### config.mk
export PLATFORM = sky130hd
export DESIGN_NAME = pipe_stage_skid
export DESIGN_NICKNAME = d
export VERILOG_FILES = /design/src/rtl/pipe_stage_skid_pkg.sv /design/src/rtl/pipe_stage_skid_sat_counter.sv /design/src/rtl/pipe_stage_skid.sv
export SDC_FILE = /design/constraint.sdc
export NUM_CORES = 1
export LEC_CHECK = 0
export CAP_MARGIN = 30
export CORE_UTILIZATION = 30
export DETAILED_ROUTE_END_ITERATION = 8
export GPL_ROUTABILITY_DRIVEN = 1
export PLACE_DENSITY = 0.53
export SETUP_SLACK_MARGIN = 0.02
export SYNTH_ARGS = -nofsm -noshare
export SYNTH_HDL_FRONTEND = slang
export SYNTH_SLANG_ARGS = --single-unit
### constraint.sdc
create_clock -name clk_in -period 8.2 [get_ports clk_in]
set_clock_uncertainty 0.15 [all_clocks]
set_input_delay 1.23 -clock clk_in [delete_from_list [all_inputs] [get_ports clk_in]]
set_output_delay 1.23 -clock clk_in [all_outputs]
set_load 0.02 [all_outputs]
### src/rtl/pipe_stage_skid_pkg.sv
// pipe_stage_skid_pkg: shared pipeline constants, stage indices and stage action decode
package pipe_stage_skid_pkg;
    localparam logic        STOP       = 1'b1;
    localparam logic        NOSTOP     = 1'b0;
    localparam logic [31:0] NOP        = 32'h0000_0013;
    localparam int          DATA_W_DEF = 32;
    localparam int          ADDR_W_DEF = 32;
    localparam int          IF_ID      = 1;
    localparam int          ID_EX      = 2;
    localparam int          EX_MEM     = 3;
    localparam int          MEM_WB     = 4;

    typedef enum logic [1:0] {
        ACT_FLUSH,
        ACT_HOLD,
        ACT_BUBBLE,
        ACT_ADVANCE
    } stage_act_e;

    function automatic stage_act_e stage_act(input logic fl, input logic up, input logic dn);
        return fl ? ACT_FLUSH : (up & dn) ? ACT_HOLD : up ? ACT_BUBBLE : ACT_ADVANCE;
    endfunction
endpackage

### src/rtl/pipe_stage_skid_sat_counter.sv
// sat_counter: counter that increments on inc and sticks at its all-ones value
module sat_counter #(
    parameter int CNT_W = 16
) (
    input  logic             clk_in,
    input  logic             reset_in,
    input  logic             inc,
    output logic [CNT_W-1:0] count
);
    // count up, holding at the maximum instead of wrapping
    always_ff @(posedge clk_in) begin
        if (reset_in)
            count <= '0;
        else if (inc && !(&count))
            count <= count + 1'b1;
    end
endmodule

### src/rtl/pipe_stage_skid.sv
// pipe_stage_skid: inter-stage register with one-entry skid buffer, flush and bubble counter
module pipe_stage_skid
    import pipe_stage_skid_pkg::*;
#(
    parameter int                 DATA_W    = DATA_W_DEF,
    parameter int                 ADDR_W    = ADDR_W_DEF,
    parameter int                 STALL_W   = 6,
    parameter int                 STAGE_IDX = IF_ID,
    parameter int                 FLUSH_N   = 2,
    parameter int                 CNT_W     = 16,
    parameter logic [DATA_W-1:0]  NOP_INST  = DATA_W'(NOP)
) (
    input  logic                clk_in,
    input  logic                reset_in,
    input  logic [DATA_W-1:0]   inst_in,
    input  logic [ADDR_W-1:0]   address_in,
    input  logic                valid_in,
    output logic                ready_out,
    input  logic [STALL_W-1:0]  stall_in,
    input  logic [FLUSH_N-1:0]  flush_in,
    output logic [DATA_W-1:0]   inst_out,
    output logic [ADDR_W-1:0]   address_out,
    output logic                valid_out,
    output logic                skid_full_out,
    output logic [CNT_W-1:0]    bubble_cnt_out
);
    logic              up, dn, fl, xfer, load_bubble;
    logic [DATA_W-1:0] skid_inst;
    logic [ADDR_W-1:0] skid_addr;
    stage_act_e        act;

    assign up          = stall_in[STAGE_IDX] == STOP;
    assign dn          = stall_in[STAGE_IDX+1] == STOP;
    assign fl          = |flush_in;
    assign act         = stage_act(fl, up, dn);
    assign ready_out   = fl | (!skid_full_out & !(up & !dn));
    assign xfer        = valid_in & ready_out;
    assign load_bubble = act == ACT_FLUSH || act == ACT_BUBBLE ||
                         (act == ACT_ADVANCE && !skid_full_out && !xfer);

    // output register: bubble, hold, or load from skid (preferred) or upstream
    always_ff @(posedge clk_in) begin
        if (reset_in || load_bubble) begin
            inst_out    <= NOP_INST;
            address_out <= '0;
            valid_out   <= 1'b0;
        end else if (act == ACT_ADVANCE) begin
            inst_out    <= skid_full_out ? skid_inst : inst_in;
            address_out <= skid_full_out ? skid_addr : address_in;
            valid_out   <= 1'b1;
        end
    end

    // skid occupancy: filled by a transfer during hold, drained by advance or flush
    always_ff @(posedge clk_in) begin
        if (reset_in)
            skid_full_out <= 1'b0;
        else if (act == ACT_HOLD)
            skid_full_out <= skid_full_out | xfer;
        else if (act != ACT_BUBBLE)
            skid_full_out <= 1'b0;
    end

    // skid payload: only meaningful while skid_full_out is set, so no reset needed
    always_ff @(posedge clk_in) begin
        if (act == ACT_HOLD && xfer) begin
            skid_inst <= inst_in;
            skid_addr <= address_in;
        end
    end

    sat_counter #(.CNT_W(CNT_W)) u_bubble_cnt (
        .clk_in   (clk_in),
        .reset_in (reset_in),
        .inc      (load_bubble),
        .count    (bubble_cnt_out)
    );
endmodule
Yosys cells after proc, flatten, opt, wreduce, memory -nomap -nowiden
Index checks and enable logic that the tools add are counted.
{ "totals": {"output_inout_bits": 83, "in_bits": 75, "elab_cells": 41, "register_bits": 146} }
{ "classes": {"n_reduce_logical": 16, "bitwise_logic": 6, "eq_ne": 4, "muxes": 7, "n_addsub": 1} }
{ "ops": {"columns": ["cell", "count"], "rows": [
  ["$mux 32", 2],
  ["$add 16x1->16 const B", 1],
  ["$reduce_and 16->1", 1],
  ["$logic_not 1->1", 5],
  ["$and 1x1->1", 4],
  ["$eq 2x2->1 const B", 2],
  ["$logic_and 1x1->1", 4],
  ["$mux 2", 2],
  ["$logic_or 1x1->1", 3],
  ["$mux 1", 3],
  ["$eq 2x1->1 const B", 1],
  ["$logic_not 2->1", 1],
  ["$ne 2x2->1 const B", 1],
  ["$or 1x1->1", 2],
  ["$reduce_bool 2->1", 1],
  ["$reduce_or 2->1", 1]
]} }

Depth between registers and ports, before layout
Gate-level depths: netlist of the first run.
{ "logic_depth": {"ltp_word": 10, "mapped_depth": 6, "mapped_depth_nobuf": 5} }

Cells and area by module
From an unflattened synthesis of the first run, not the netlist that was laid out.
{ "hier_totals": {"cells_unflattened": 462, "hier_area_um2": 5949.5} }
{ "by_module_without_submodules": {"columns": ["mod", "area_per_inst_um2", "cells_per_inst", "n_inst", "seq_area_each_um2"], "rows": [
  ["pipe_stage_skid", 5116.2, 366, 1, 3243.1],
  ["sat_counter", 833.3, 96, 1, 320.3]
]} }

Worst setup path before layout of the first run
OpenSTA, ideal clock, no wires.
{ "synth_path": {"path_type": "input-to-reg", "from": "input port flush_in[1]", "to": "register skid_addr[0], enable pin", "setup_slack_ns": 1.563, "path_buffers": 0, "arrival_time_ns": 5.922, "required_time_ns": 7.485, "stages": 3, "setup_time_ns": 0.565, "cell_sequence": "nor2_1 nand2_1 nor3_1"} }
{ "synth_between": {"elab_chain_cells": 4, "word_cells_on_any_way": 6, "classes_between": "eq/ne: 1; mux: 1; bitwise: 2; reduce/logical: 2"} }
{ "synth_lines": {"columns": ["item", "line", "source"], "rows": [
  ["start: declaration", "pipe_stage_skid.sv:20", "input logic [FLUSH_N-1:0] flush_in,"],
  ["$reduce_or 2->1 *", "pipe_stage_skid.sv:34", "assign fl = |flush_in;"],
  ["$mux 2 or $or 1x1->1 (tied branches)", "pipe_stage_skid_pkg.sv:21, pipe_stage_skid.sv:36", null],
  ["$eq 2x1->1 or $and 1x1->1 (tied branches)", "pipe_stage_skid.sv:66, pipe_stage_skid.sv:37", null],
  ["$logic_and 1x1->1 *", "pipe_stage_skid.sv:66", "if (act == ACT_HOLD && xfer) begin"],
  ["end signal: assignment", "pipe_stage_skid.sv:68", "skid_addr <= address_in;"],
  ["end: declaration", "pipe_stage_skid.sv:29", "logic [ADDR_W-1:0] skid_addr;"]
]} }
Every way passes the cells marked *; elsewhere a longest branch is shown, timed or not.
A chain may end at the register's enable or synchronous reset.

Worst setup path after layout of the first run
{ "layout_path": {"from": "input port stall_in[1]", "to": "output port ready_out"} }
{ "layout_between": {"elab_chain_cells": 4} }
{ "layout_lines": {"columns": ["item", "line", "source"], "rows": [
  ["start: declaration", "pipe_stage_skid.sv:19", "input logic [STALL_W-1:0] stall_in,"],
  ["$and 1x1->1", "pipe_stage_skid.sv:36", "assign ready_out = fl | (!skid_full_out & !(up & !dn));"],
  ["$logic_not 1->1", "pipe_stage_skid.sv:36", null],
  ["$and 1x1->1", "pipe_stage_skid.sv:36", null],
  ["$or 1x1->1", "pipe_stage_skid.sv:36", null],
  ["end: declaration", "pipe_stage_skid.sv:18", "output logic ready_out,"]
]} }
No other way between the ends.

==> results.txt, run 1 <==
----------------------------------------------------
[Worst setup path]
  Req. time, crit path ... 6.82 ns
  Kind of end point of the critical path ... output port
  Slowest cell on the critical path ... sky130_fd_sc_hd__clkdlybuf4s50_1
  Slowest cell delay on critical path ... 0.65 ns
  Worst Setup Path Type ... primary input to output port
  Critical path launch point type ... primary input
  Flop-to-flop setup slack ... 6.02 ns
  Data arrival time of the critical path ... approximately 3 ns
  Critical path peak fanout ... 7
  Dominant cell type by count on the critical path ... sky130_fd_sc_hd__clkdlybuf4s50_1
  Cell chain of the critical path ... clkdlybuf4s50_1 > and2b_2 > o21ai_0 > clkdlybuf4s50_1

[Power and ir drop]
  Fraction of power consumed by combinational cells ... 6.0%
  Switching power ... 0.358 mW
  Net switching share of the total power ... 21.0%
  Worst supply voltage drop on vdd ... 138 µV
  Sequential cell fraction of total power ... 45.2%
  Leakage Power ... ~2.5 nW
  Power density relative to cell area ... 208 nW/µm²
  Clock power frac ... 48.8%
  Cell-internal power ... ~1.3 mW
  Power consumption ... 1.71 mW

[Global route]
  Antenna violations before repair ... 0
  Largest net degree at the start of global routing ... 92
  Total global routing track utilization ... between 10% and 20%
  Wire length of the first global-routing pass ... 22900 µm
  Number of global-route vias before repair ... around 4.3k
  Gr ovfl total ... 0

[Logic synthesis]
  Count of cell types in the netlist ... 45
  Flop and latch count out of synthesis ... 146
  Fraction of post-synthesis cell area in the top cell type by area ... 33.2%
  Number of cells produced by synthesis ... 476
  Most used flip-flop cell after synthesis ... sky130_fd_sc_hd__dfxtp_1
  Leading cell types by total area after synthesis ... sky130_fd_sc_hd__edfxtp_1 (33%), sky130_fd_sc_hd__dfxtp_1 (28%), sky130_fd_sc_hd__mux2i_1 (11%)
  Synth Warn # ... 0
  Largest area contributor in the synthesized netlist ... sky130_fd_sc_hd__edfxtp_1
  Part of the Yosys area used for sequential elements ... 61.6%
  Cell area after synthesis ... 5780 µm²
  Net count after synthesis ... 552
  Number of flops mapped to enable cells by yosys ... 64
  Syn_area_per_cell ... ~12 µm²
  Fraction of registers with async set/reset ... 0%

[CTS]
  Number of buffers created by CTS ... 17
  CTS hold repair buffers ... 0
  Setup Buffers After CTS ... 0
  Deepest clock path buffer count ... 2
  CTS tree ... built
  Number of clock sinks seen by CTS ... 146
  Maximum level of the CTS H-tree ... 4
  Number of cells upsized or downsized after cts ... 0
  Clock Latency Late Sink ... roughly 0.41 ns
  CTS Root Buffer Type ... sky130_fd_sc_hd__clkbuf_16
  Register clock-pin slew on the reported worst setup and hold paths ... 0.06 ns

[STA]
  Normalized max-slew margin ... 37.8%
  Maximum clock frequency ... between 200 and 250 MHz
  Unrepaired setup endpoints after global routing ... no
  Period Utilization, post-route ... 53.8%
  Final total negative setup slack ... 0 ns
  Max-slew violation count ... 0
  Number of setup violations in the final report ... 0
  Number of endpoints with negative hold slack in the final report ... 0
  Worst-margin pin slew ... slightly above 0.9 ns
  Final period demand of the worst path ... 4.41 ns

[Finish]
  Post-layout nets ... 696
  Proportion of layout cells with a drive suffix above 1 ... 7.90%
  Fillers ... between 1.5k and 2k
  Layout overhead on the synthesized area ... 41.6%
  Non-filler cells, final ... 893
  Final design utilization ... around 43%
  Final std cell area, no fill ... 8190 µm²
  Number of antenna cells inserted ... 0

[Detailed routing]
  WL per Instance ... 16.0 µm
  Number of detailed-routing iterations run before antenna repair ... 4
  DRC Markers ... 0
  Iteration-0 DRC Markers ... 213
  Vias per cell ... 4.72
  Vias ... approximately 4.2k
  Aggregate routed wire length ... 14200 µm
  Final antenna-violating net count ... 0

[Floorplan]
  Die height ... about 140 µm
  Core area ... 18800 µm²
  IO Count ... 158
  Chip width ... about 140 µm
  Full die area ... 19800 µm²
  Number of placement rows ... 50
  Initial Utilization ... 30.7%

[Placement]
  Placed cells ... around 860
  IO Port Bufs ... 153
  Placer's final routability congestion estimate ... 0.774
  HPWL after DPL ... 9090 µm
  Placed inst area ... 7550 µm²

[Hold path]
  Type of the tightest min-delay check ... register to register

[Run status]
  Outcome ... complete, no violations

[Job]
  Max capacitance violation total ... 0

----------------------------------------------------
==> synth_stat cells, drive strengths merged (4+ instances only) <==
cell	instances
nor2	75
nand2	13
buf	12
a211oi	63
nand4	6
nor3	7
o31ai	4
mux2	7
nor2b	7
a311oi	4
mux2i	65
dfxtp	82
nand3	5
clkbuf	21
inv	4
edfxtp	64
nor4	4
==> metal layers <==
| metal | routed length [µm] | vias to the layer above | global-route usage, % |
|---|---|---|---|
| met5 | 0 | - | 0 |
| met4 | 138 | 0 | 4.46 |
| met3 | 758 | 9 | 5.16 |
| met2 | 6720 | 101 | 23.7 |
| met1 | 6630 | 2012 | 18.9 |
| li1 | - | 2092 | - |
==> power by group through the flow <==
stage                     clock, mW  combinational, mW  sequential (mW)
after floorplan                   0             0.0406            0.791
after global placement            0              0.101            0.786
after detailed placement          0              0.103            0.787
after CTS                     0.854              0.104            0.771
after global routing          0.886              0.112            0.771
final                         0.832              0.102            0.771
==> critical path: cells and delay by family <==
family	cells	cell delay, ns
buffers and inverters	2	1.24
and+or+nand+nor	1	0.35
AOI/OAI and AO/OA	1	0.21
==> layout by cell type (no fill, tap or decap), types with 4 or more instances in the layout <==
master,n
sky130_fd_sc_hd__bufinv_16,4
sky130_fd_sc_hd__nor2b_1,7
sky130_fd_sc_hd__dfxtp_1,81
sky130_fd_sc_hd__clkbuf_16,17
sky130_fd_sc_hd__nand4_1,6
sky130_fd_sc_hd__o31ai_1,4
sky130_fd_sc_hd__nor3_1,4
sky130_fd_sc_hd__mux2i_1,65
sky130_fd_sc_hd__inv_1,4
sky130_fd_sc_hd__nand3_1,5
sky130_fd_sc_hd__nand2_1,12
sky130_fd_sc_hd__buf_4,5
sky130_fd_sc_hd__edfxtp_1,64
sky130_fd_sc_hd__nor4_1,4
sky130_fd_sc_hd__a211oi_1,63
sky130_fd_sc_hd__clkdlybuf4s50_1,153
sky130_fd_sc_hd__mux2_2,5
sky130_fd_sc_hd__nor2_1,74
==> stage by stage <==
stage	hold WS (ns)	worst slack (ns)
after floorplan	0.391	1.56
after global placement	0.302	3.80
after detailed placement	0.330	3.80
after CTS	0.344	3.79
after global routing	0.349	3.69
final	0.334	3.79
==> final timing paths <==
path / to / startpoint / depth (start not counted)
setup reg to reg: u_bubble_cnt.count[0]$_SDFFE_PP0P_ / u_bubble_cnt.count[0]$_SDFFE_PP0P_ / 5
hold / removal: valid_out$_SDFFE_PP0N_ / valid_out$_SDFFE_PP0N_ / 2
hold reg to reg: valid_out$_SDFFE_PP0N_ / valid_out$_SDFFE_PP0N_ / 2
setup / recovery: ready_out / stall_in[1] / 4
==> cells by family (layout without fill, tap and decap cells) <==
logic type,after synthesis,after routing,share of synthesized area (%)
compound gates,87,87,11.8
fa+ha+maj,1,1,0.216
buf+inv,38,195,2.75
flops,146,146,61.6
mux,72,72,12.6
simple gates,132,132,11.0
==> final cells by class <==
class                   count  area [µm²]  area share [%]
clock buffers              21         460            5.62
inverters                   5        18.8           0.229
repair buffers            158        1570            19.2
flip-flops and latches    146        3570            43.6
multi-input cells         292        2070            25.3
clock inverters            11         176            2.15
well taps                 260         325            3.97
==> state kept, by name (all words and copies together), names as in the netlist <==
signal,count
u_bubble_cnt.count,16
valid_out,1
inst_out,32
skid_addr,32
address_out,32
skid_inst,32
skid_full_out,1
Note: power is estimated with default switching activity, not from simulation.
==> run 2, diff against run 1 <==
--- a/config.mk
+++ b/config.mk
@@ -9,7 +9,7 @@
 export CORE_UTILIZATION = 30
 export DETAILED_ROUTE_END_ITERATION = 8
 export GPL_ROUTABILITY_DRIVEN = 1
-export PLACE_DENSITY = 0.53
+export PLACE_DENSITY = 0.55
 export SETUP_SLACK_MARGIN = 0.02
 export SYNTH_ARGS = -nofsm -noshare
 export SYNTH_HDL_FRONTEND = slang
==> constraint.sdc (replaced) <==
create_clock -name clk_in -period 3.86 [get_ports clk_in]
set_clock_uncertainty 0.15 [all_clocks]
set_input_delay 0.579 -clock clk_in [delete_from_list [all_inputs] [get_ports clk_in]]
set_output_delay 0.579 -clock clk_in [all_outputs]
set_load 0.02 [all_outputs]
==> results.txt, run 2 (synthesis gave the netlist of run 1 again) <==
----------------------------------------------------
[Run status]
  Outcome ... complete, no violations (unchanged)

[Worst setup path]
  Critical path launch point type ... primary input (unchanged)
  Critical R2R Launch ... skid_full_out$_SDFFE_PP0P_ (was u_bubble_cnt.count[0]$_SDFFE_PP0P_)
  R2R Path End ... skid_inst[30]$_DFFE_PP_ (was u_bubble_cnt.count[0]$_SDFFE_PP0P_)
  Worst Setup Path Type ... primary input to output port (unchanged)
  Number of cells on the worst reg-to-reg path ... 3 (was 5)
  Req. time, crit path ... 3.13 ns (was 6.82 ns)
  Flop-to-flop setup slack ... 1.54 ns (was 6.02 ns)
  Data arrival time of the critical path ... 2.31 ns (was 3.03 ns)
  Kind of end point of the critical path ... output port (unchanged)
  Critical path peak fanout ... 7 (unchanged)

[STA]
  Final period demand of the worst path ... 3.04 ns
  Max-slew violation count ... 0 (unchanged)
  Slack of the critical path ... 0.822 ns (was 3.79 ns)
  Number of endpoints with negative hold slack in the final report ... 0 (unchanged)
  Normalized max-slew margin ... 34.9% (was 37.8%)
  Unrepaired setup endpoints after global routing ... no (unchanged)
  Maximum clock frequency ... about 330 MHz
  Period Utilization, post-route ... 78.7%
  Worst-margin pin slew ... 0.977 ns (was 0.933 ns)
  Worst-case hold slack ... 0.316 ns (was 0.334 ns)
  Number of setup violations in the final report ... 0 (unchanged)
  Final total negative setup slack ... 0 ns (unchanged)

[CTS]
  Setup Buffers After CTS ... 0 (unchanged)
  Number of buffers created by CTS ... 17 (unchanged)
  Clock Latency Late Sink ... 0.42 ns (was 0.41 ns)
  Register clock-pin slew on the reported worst setup and hold paths ... 0.06 ns (about the same)
  CTS hold repair buffers ... 0 (unchanged)
  Number of cells upsized or downsized after cts ... 0 (unchanged)
  Maximum level of the CTS H-tree ... 4 (unchanged)
  Number of clock sinks seen by CTS ... 146 (unchanged)
  Deepest clock path buffer count ... 2 (unchanged)
  CTS tree ... built (unchanged)
  CTS Root Buffer Type ... sky130_fd_sc_hd__clkbuf_16 (unchanged)

[Floorplan]
  Chip width ... 141 µm (unchanged)
  Full die area ... 19800 µm² (unchanged)
  Die height ... 141 µm (unchanged)
  Initial Utilization ... 30.7% (unchanged)
  IO Count ... 158 (unchanged)
  Number of placement rows ... 50 (unchanged)
  Core area ... 18800 µm² (unchanged)

[Detailed routing]
  WL per Instance ... 15.8 µm (was 16.0 µm)
  Aggregate routed wire length ... 14200 µm (about the same)
  Vias ... 4263 (was 4214)
  DRC Markers ... 0 (unchanged)
  Number of detailed-routing iterations run before antenna repair ... 4 (unchanged)
  Vias per cell ... 4.76 (was 4.72)
  Iteration-0 DRC Markers ... 212 (was 213)
  Final antenna-violating net count ... 0 (unchanged)

[Hold path]
  Critical hold path startpoint ... valid_out$_SDFFE_PP0N_ (unchanged)
  Hold path endpoint ... valid_out$_SDFFE_PP0N_ (unchanged)
  Hold Path Cell Cnt ... 2 (unchanged)
  Type of the tightest min-delay check ... register to register (unchanged)

[Placement]
  Setup slack after placement ... 0.802 ns (was 3.80 ns)
  Placed inst area ... 7610 µm² (was 7550 µm²)
  HPWL after DPL ... 9140 µm (was 9090 µm)
  Placed cells ... 864 (was 861)
  Placer's final routability congestion estimate ... 0.836 (was 0.774)
  IO Port Bufs ... 153 (unchanged)

[Finish]
  Most used cells in the layout excluding fill and tap cells ... sky130_fd_sc_hd__clkdlybuf4s50_1 (153), sky130_fd_sc_hd__dfxtp_1 (81), sky130_fd_sc_hd__nor2_1 (74), sky130_fd_sc_hd__mux2i_1 (65), sky130_fd_sc_hd__edfxtp_1 (64) (unchanged)
  Post-layout nets ... 699 (was 696)
  Final design utilization ... 43.6% (was 43.5%)
  Most common cell after layout, fill and taps aside ... sky130_fd_sc_hd__clkdlybuf4s50_1 (unchanged)
  Proportion of layout cells with a drive suffix above 1 ... 8.33% (was 7.90%)
  Non-filler cells, final ... 896 (was 893)
  Layout overhead on the synthesized area ... 42.0% (was 41.6%)
  Final std cell area, no fill ... 8210 µm² (was 8190 µm²)
  Number of antenna cells inserted ... 0 (unchanged)

[Global route]
  Number of global-route vias before repair ... 4379 (was 4279)
  Antenna violations before repair ... 0 (unchanged)
  Gr ovfl total ... 0 (unchanged)
  Wire length of the first global-routing pass ... 22900 µm (about the same)
  Largest net degree at the start of global routing ... 93 (was 92)
  Total global routing track utilization ... 14.9% (was 14.8%)

[Power and ir drop]
  Power consumption ... 3.56 mW (was 1.71 mW)
  Leakage Power ... 2.54 nW (was 2.53 nW)
  Power density relative to cell area ... 433 nW/µm² (was 208 nW/µm²)
  Worst supply voltage drop on vdd ... 290 µV (was 138 µV)

[Job]
  Max capacitance violation total ... 0 (unchanged)

----------------------------------------------------
[run 2: cell type report]
| cell class | instances | area (µm²) |
|---|---|---|
| fillers | 1732 | 10600 |
| flip-flops and latches | 146 | 3570 |
| multi-input cells | 292 | 2080 |
| repair buffers | 161 | 1620 |
| clock buffers | 20 | 447 |
| well taps | 260 | 325 |
| clock inverters | 12 | 156 |
| inverters | 5 | 18.8 |
[run 2: layer usage]
layer | wire length (µm) | global-route usage [%]
met5 | 0 | 0
met4 | 239 | 5.95
met3 | 742 | 4.86
met2 | 6630 | 24.0
met1 | 6570 | 18.4
[run 2: worst max path at each step]
stage	to	start	depth (start not counted)	slack, ns
after global routing	ready_out	stall_in[1]	4	0.70
after CTS	ready_out	stall_in[1]	4	0.80
after global placement	ready_out	stall_in[1]	4	0.77
after detailed placement	ready_out	stall_in[1]	4	0.80
final	ready_out	stall_in[1]	4	0.82
after floorplan	skid_addr[0]$_DFFE_PP_	skid_full_out$_SDFFE_PP0P_	4	0.76
[run 2: power breakdown]
group / internal (mW) / switching [mW]
Clock: 1.04 / 0.662
Combinational: 0.115 / 0.106
Sequential: 1.63 / 0.0102
[run 2: critical path, stage by stage]
cell and delay, ns:
sky130_fd_sc_hd__clkdlybuf4s50_1 0.59, sky130_fd_sc_hd__and2b_2 0.35, sky130_fd_sc_hd__o21ai_0 0.15, sky130_fd_sc_hd__clkdlybuf4s50_1 0.64
